--- src/rtl/loop_iter_seq.sv ---
// ---------------------------------------------------------------------------
// loop_iter_seq
//
// Iteration sequencer with do-while semantics. After a start it always issues
// at least one iteration strobe to a downstream worker over a valid/ready
// handshake. After each accepted iteration it samples a continue condition,
// and the loop is bounded by a maximum count that is latched at start.
//
// Optional feature (macro LOOP_ITER_SEQ_TIMEOUT_EN):
//   A stall watchdog counts ISSUE cycles without ready. When it reaches
//   TIMEOUT, the offered iteration is withdrawn. abort_o and done_o then pulse
//   together and the sequencer returns to IDLE. Without the macro, ISSUE waits
//   indefinitely and abort_o is tied to 0.
//
// Ports:
//   clk           in   clock, rising edge
//   rst           in   asynchronous active-high reset
//   start_i       in   start request, accepted only in IDLE
//   max_count_i   in   [CNT_W] maximum iteration count, 0 treated as 1
//   cond_i        in   continue condition, sampled in EVAL
//   iter_valid_o  out  iteration strobe offered to the worker
//   iter_ready_i  in   worker accepts the offered iteration
//   iter_idx_o    out  [CNT_W] index of the current iteration (from 0)
//   busy_o        out  high in every state except IDLE
//   done_o        out  one-cycle pulse when the loop ends
//   iter_total_o  out  [CNT_W] accepted iterations, held until next start
//   abort_o       out  one-cycle pulse on watchdog abort
// ---------------------------------------------------------------------------
module loop_iter_seq #(
    parameter int CNT_W   = 8,
    parameter int TIMEOUT = 64
) (
    input  logic             clk,
    input  logic             rst,
    input  logic             start_i,
    input  logic [CNT_W-1:0] max_count_i,
    input  logic             cond_i,
    output logic             iter_valid_o,
    input  logic             iter_ready_i,
    output logic [CNT_W-1:0] iter_idx_o,
    output logic             busy_o,
    output logic             done_o,
    output logic [CNT_W-1:0] iter_total_o,
    output logic             abort_o
);

    typedef enum logic [1:0] {
        S_IDLE,
        S_ISSUE,
        S_EVAL,
        S_DONE
    } state_t;

    state_t           r_state;
    state_t           w_nextState;

    logic [CNT_W-1:0] r_count;
    logic [CNT_W-1:0] r_idx;
    logic [CNT_W-1:0] r_total;

    logic             w_handshake;
    logic             w_timeout;
    logic [CNT_W:0]   w_idxPlusOne;
    logic             w_moreAllowed;

    assign w_handshake = (r_state == S_ISSUE) && iter_ready_i;

    // The next-index comparison uses one extra bit, so idx+1 cannot wrap
    // back below the latched count when the count is at its maximum value.
    assign w_idxPlusOne  = {1'b0, r_idx} + {{CNT_W{1'b0}}, 1'b1};
    assign w_moreAllowed = (w_idxPlusOne < {1'b0, r_count});

`ifdef LOOP_ITER_SEQ_TIMEOUT_EN
    localparam int STALL_W = $clog2(TIMEOUT + 1);

    logic [STALL_W-1:0] r_stall;
    logic               r_abort;

    // The stall count is zero whenever we are outside ISSUE or a handshake
    // happens, so it starts from zero on every entry to ISSUE. The abort
    // decision is made on the cycle that would bring the count to TIMEOUT,
    // which means the strobe is withdrawn on the following cycle.
    assign w_timeout = (r_state == S_ISSUE) && !iter_ready_i &&
                       (r_stall == STALL_W'(TIMEOUT - 1));

    always_ff @(posedge clk or posedge rst) begin
        if (rst) begin
            r_stall <= '0;
            r_abort <= 1'b0;
        end else begin
            if ((r_state != S_ISSUE) || iter_ready_i) begin
                r_stall <= '0;
            end else begin
                r_stall <= r_stall + STALL_W'(1);
            end

            if (w_timeout) begin
                r_abort <= 1'b1;
            end else if (r_state == S_DONE) begin
                r_abort <= 1'b0;
            end
        end
    end

    assign abort_o = r_abort && (r_state == S_DONE);
`else
    // TIMEOUT only matters when the watchdog is built in.
    logic w_unusedTimeout;
    assign w_unusedTimeout = ^TIMEOUT;

    assign w_timeout = 1'b0;
    assign abort_o   = 1'b0;
`endif

    // State register
    always_ff @(posedge clk or posedge rst) begin
        if (rst) begin
            r_state <= S_IDLE;
        end else begin
            r_state <= w_nextState;
        end
    end

    // Next-state and state-decoded outputs
    always_comb begin
        w_nextState  = r_state;
        iter_valid_o = 1'b0;
        busy_o       = 1'b1;
        done_o       = 1'b0;

        case (r_state)
            S_IDLE: begin
                busy_o = 1'b0;
                if (start_i) begin
                    w_nextState = S_ISSUE;
                end
            end
            S_ISSUE: begin
                iter_valid_o = 1'b1;
                if (iter_ready_i) begin
                    w_nextState = S_EVAL;
                end else if (w_timeout) begin
                    w_nextState = S_DONE;
                end
            end
            S_EVAL: begin
                if (cond_i && w_moreAllowed) begin
                    w_nextState = S_ISSUE;
                end else begin
                    w_nextState = S_DONE;
                end
            end
            S_DONE: begin
                done_o      = 1'b1;
                w_nextState = S_IDLE;
            end
            default: begin
                w_nextState = S_IDLE;
            end
        endcase
    end

    // Loop bookkeeping: latched bound, current index and accepted total.
    // The total can never exceed the latched count, so it never wraps.
    always_ff @(posedge clk or posedge rst) begin
        if (rst) begin
            r_count <= '0;
            r_idx   <= '0;
            r_total <= '0;
        end else begin
            if ((r_state == S_IDLE) && start_i) begin
                r_count <= (max_count_i == '0) ? {{(CNT_W-1){1'b0}}, 1'b1}
                                               : max_count_i;
                r_idx   <= '0;
                r_total <= '0;
            end

            if (w_handshake) begin
                r_total <= r_total + {{(CNT_W-1){1'b0}}, 1'b1};
            end

            if ((r_state == S_EVAL) && cond_i && w_moreAllowed) begin
                r_idx <= r_idx + {{(CNT_W-1){1'b0}}, 1'b1};
            end
        end
    end

    assign iter_idx_o   = r_idx;
    assign iter_total_o = r_total;

endmodule

--- config.mk ---
export PLATFORM = sky130hd
export DESIGN_NAME = loop_iter_seq
export DESIGN_NICKNAME = d
export VERILOG_FILES = /design/src/rtl/loop_iter_seq.sv
export SDC_FILE = /design/constraint.sdc
export NUM_CORES = 1
export LEC_CHECK = 0
export CORE_ASPECT_RATIO = 2
export CORE_UTILIZATION = 49
export CTS_CLUSTER_DIAMETER = 100
export DETAILED_ROUTE_END_ITERATION = 10
export PLACE_DENSITY = 0.79
export SKIP_LAST_GASP = 1
export SLEW_MARGIN = 20
export SYNTH_ARGS = -nofsm -noshare
export SYNTH_HDL_FRONTEND = slang
export SYNTH_SLANG_ARGS = --single-unit
--- constraint.sdc ---
create_clock -name clk -period 3.25 [get_ports clk]
set_clock_uncertainty 0.05 [all_clocks]
set_input_delay 0.975 -clock clk [delete_from_list [all_inputs] [get_ports clk]]
set_output_delay 0.975 -clock clk [all_outputs]
set_load 0.01 [all_outputs]
==> out/metrics.cfg <==
[worst_setup_path]
critPathLaunch = iter_idx_o[0]$_DFFE_PP0P_
worst_setup_path_end_kind = flip-flop
cpMostUsedCell = ha_1
reg2regPathDepth = 10
rr_startpoint = iter_idx_o[0]$_DFFE_PP0P_
cp_num_buf_inv = 0
crit_chain = ha_1, nand3_2, o21a_1, or2_2, ha_1, and3_1, a221oi_1, o211a_1, a21oi_2, mux2_2
regToRegEndpoint = iter_idx_o[0]$_DFFE_PP0P_
critPathCapture = iter_idx_o[0]$_DFFE_PP0P_
path_depth = 10
crit_slowest_cell = dfrtp_1
start_kind = flip-flop
cp.required_ns = 3.37
critPathKind = reg2reg
rrSetupSlack_ns = 0.17
worstPathArrival_ns = 3.20
path_max_fanout = 10
max_stage_delay_ns = 0.44
cp_top_family = compound AO/OA/AOI/OAI gates

[layout]
nNetsFinal = 213
layout-drive-gt1-share = 0.0842
diodes = 0
area_growth_pct = 26.3
final_cells = 219
final_area_um2 = 1840

[floorplanning]
io_pins = 33
dieArea_um2 = 3210
initial_utilization = 0.520
core_area_um2 = 2800
die_x_um = 40.6
die_h_um = 79.1
rows = 27

[global_routing]
track_usage = 0.248
antenna_found_initial = 0
gr-total-overflow = 0
grt_pass1_vias = 1347
grt_pass1_wl_um = 5520
grt_max_degree = 27

[yosys]
synth.distinct_cells = 38
synth_flop_cell = dfrtp_1
yosys_warnings = 0
yosysSeqAreaShare = 0.446
synth_top_area_frac = 0.446
yosysTopAreaCell = dfrtp_1
ys_top_cells_by_area = dfrtp_1 (45%), ha_1 (7.7%), o21ai_0 (6.5%)
synth_edf_count = 0
yosysMostFrequentCell = dfrtp_1
ys_ff_latch = 26
syn_inst = 159
async_reset_ff_frac = 1.00
avgSynthCellArea_um2 = 9.17
netlist_area_um2 = 1460
syn_nets = 181
netlist_top_cells_count = dfrtp_1 (26), nand2_1 (21), o21ai_0 (19)

[timing]
min_period_ns = 3.08
tightest_slew_ns = 0.659
fmax_mhz = 325
setup_viol = 0
finalSetupTns_ns = 0
slew_headroom = 0.560
rsz0062_at_grt = false
fin_crit_sh = 0.947
finalHoldViolCount = 0
holdWs_ns = 0.440
slew_violations = 0

[place]
io_buffers = 31
dpl_cell_area_um2 = 1790
placed_cells = 215
dp_hpwl_um = 2550
gp_congestion = 0.775

[clock_network]
ctsResizeCount = 0
clock_path_buffers = 2
postCtsSetupBuffers = 0
cts_buffers = 3
clock_sink_count = 26
clkSlewWorstSetupHoldPaths_ns = 0.09
clkLatencyLatePin_ns = 0.27
holdBufCountCts = 0
h-tree-depth = 1
cts_tree = done
root_buffer = clkbuf_8

[detailed_routing]
viasPerCell = 5.75
routedWlPerCell_um = 15.1
routed_wirelength_um = 3310
drc = 0
first_iter_violations = 33
drt-pass1-iter-count = 4
antenna_left = 0
vias = 1259

[run]
drv_cap = 0

[power]
vdd_drop_max_uv = 542
power.leakage_nw = 0.868
p_per_area_nw_per_um2 = 636

[run_status]
status = finished clean

[hold_path]
hp-class = reg2reg

==> report_power, final <==
part           switching [mW]  internal (mW)  total [mW]
Clock                   0.104          0.109       0.213
Combinational           0.258          0.219       0.478
Sequential             0.0709          0.409       0.480
==> layer usage <==
layer,share of wire,GRT usage,vias to the layer above
met2,0.56,0.448,36
met3,0.049,0.0335,11
met5,0,0,-
met4,0.038,0.130,0
li1,-,-,615
met1,0.35,0.244,597
==> layout make-up <==
cell class                 count  area (um^2)
clock buffer                   4         55.1
fill                         237          963
inverter                       9         33.8
multi-input combinational    118          739
sequential                    26          651
tap                           29         36.3
timing repair buffer          33          325
==> kinds of logic after synthesis <==
kind of cell,share of synthesized area
AND/OR/NAND/NOR,0.215
buffers and inverters,0.0463
flip-flops,0.446
multiplexers,0.00772
AO/OA/AOI/OAI,0.186
other,0.00257
XOR/XNOR,0.0180
adder cells (fa/ha/maj),0.0773
==> worst min-delay path by stage <==
stage / startpoint / slack (ns) / cells past startpoint / endpoint
final: iter_total_o[7]$_DFFE_PP0P_ / 0.44 / 1 / iter_total_o[7]$_DFFE_PP0P_
after global routing: iter_total_o[7]$_DFFE_PP0P_ / 0.48 / 1 / iter_total_o[7]$_DFFE_PP0P_
after CTS: iter_total_o[7]$_DFFE_PP0P_ / 0.45 / 1 / iter_total_o[7]$_DFFE_PP0P_
after detailed placement: iter_total_o[7]$_DFFE_PP0P_ / 0.43 / 1 / iter_total_o[7]$_DFFE_PP0P_
after global placement: iter_total_o[7]$_DFFE_PP0P_ / 0.43 / 1 / iter_total_o[7]$_DFFE_PP0P_
after floorplan: r_count[0]$_DFFE_PP0P_ / 0.45 / 2 / r_count[0]$_DFFE_PP0P_
==> state kept, by name, indices dropped and copies added, names as in the netlist <==
register      cells
iter_idx_o        8
iter_total_o      8
r_count           8
r_state           2
==> layout by cell type, fill, tap and decap left out, types with 2 or more instances in the layout <==
master	instances
clkdlybuf4s50_1	31
dfrtp_1	26
nand2_1	21
o21ai_0	19
nand3_1	9
inv_1	9
ha_1	9
nor2_1	6
and2_1	4
nand4_1	4
a21o_1	4
o211ai_1	4
clkbuf_8	4
nor2b_1	3
and3_1	3
a21bo_2	3
a21oi_1	3
or2_2	3
a31oi_1	2
nand2b_1	2
xnor2_1	2
o21a_1	2
nor3_1	2
buf_4	2
==> through the flow <==
step / utilization / worst slack, ns / total power, mW
2_1_floorplan: - / 0.484 / 0.770
3_3_place_gp: 0.637 / 0.358 / 0.942
3_5_place_dp: 0.637 / 0.248 / 0.965
4_1_cts: 0.656 / 0.187 / 1.19
5_1_grt: 0.656 / 0.0243 / 1.26
6_report: 0.656 / 0.172 / 1.17
Note: power is estimated with default switching activity, not from simulation.
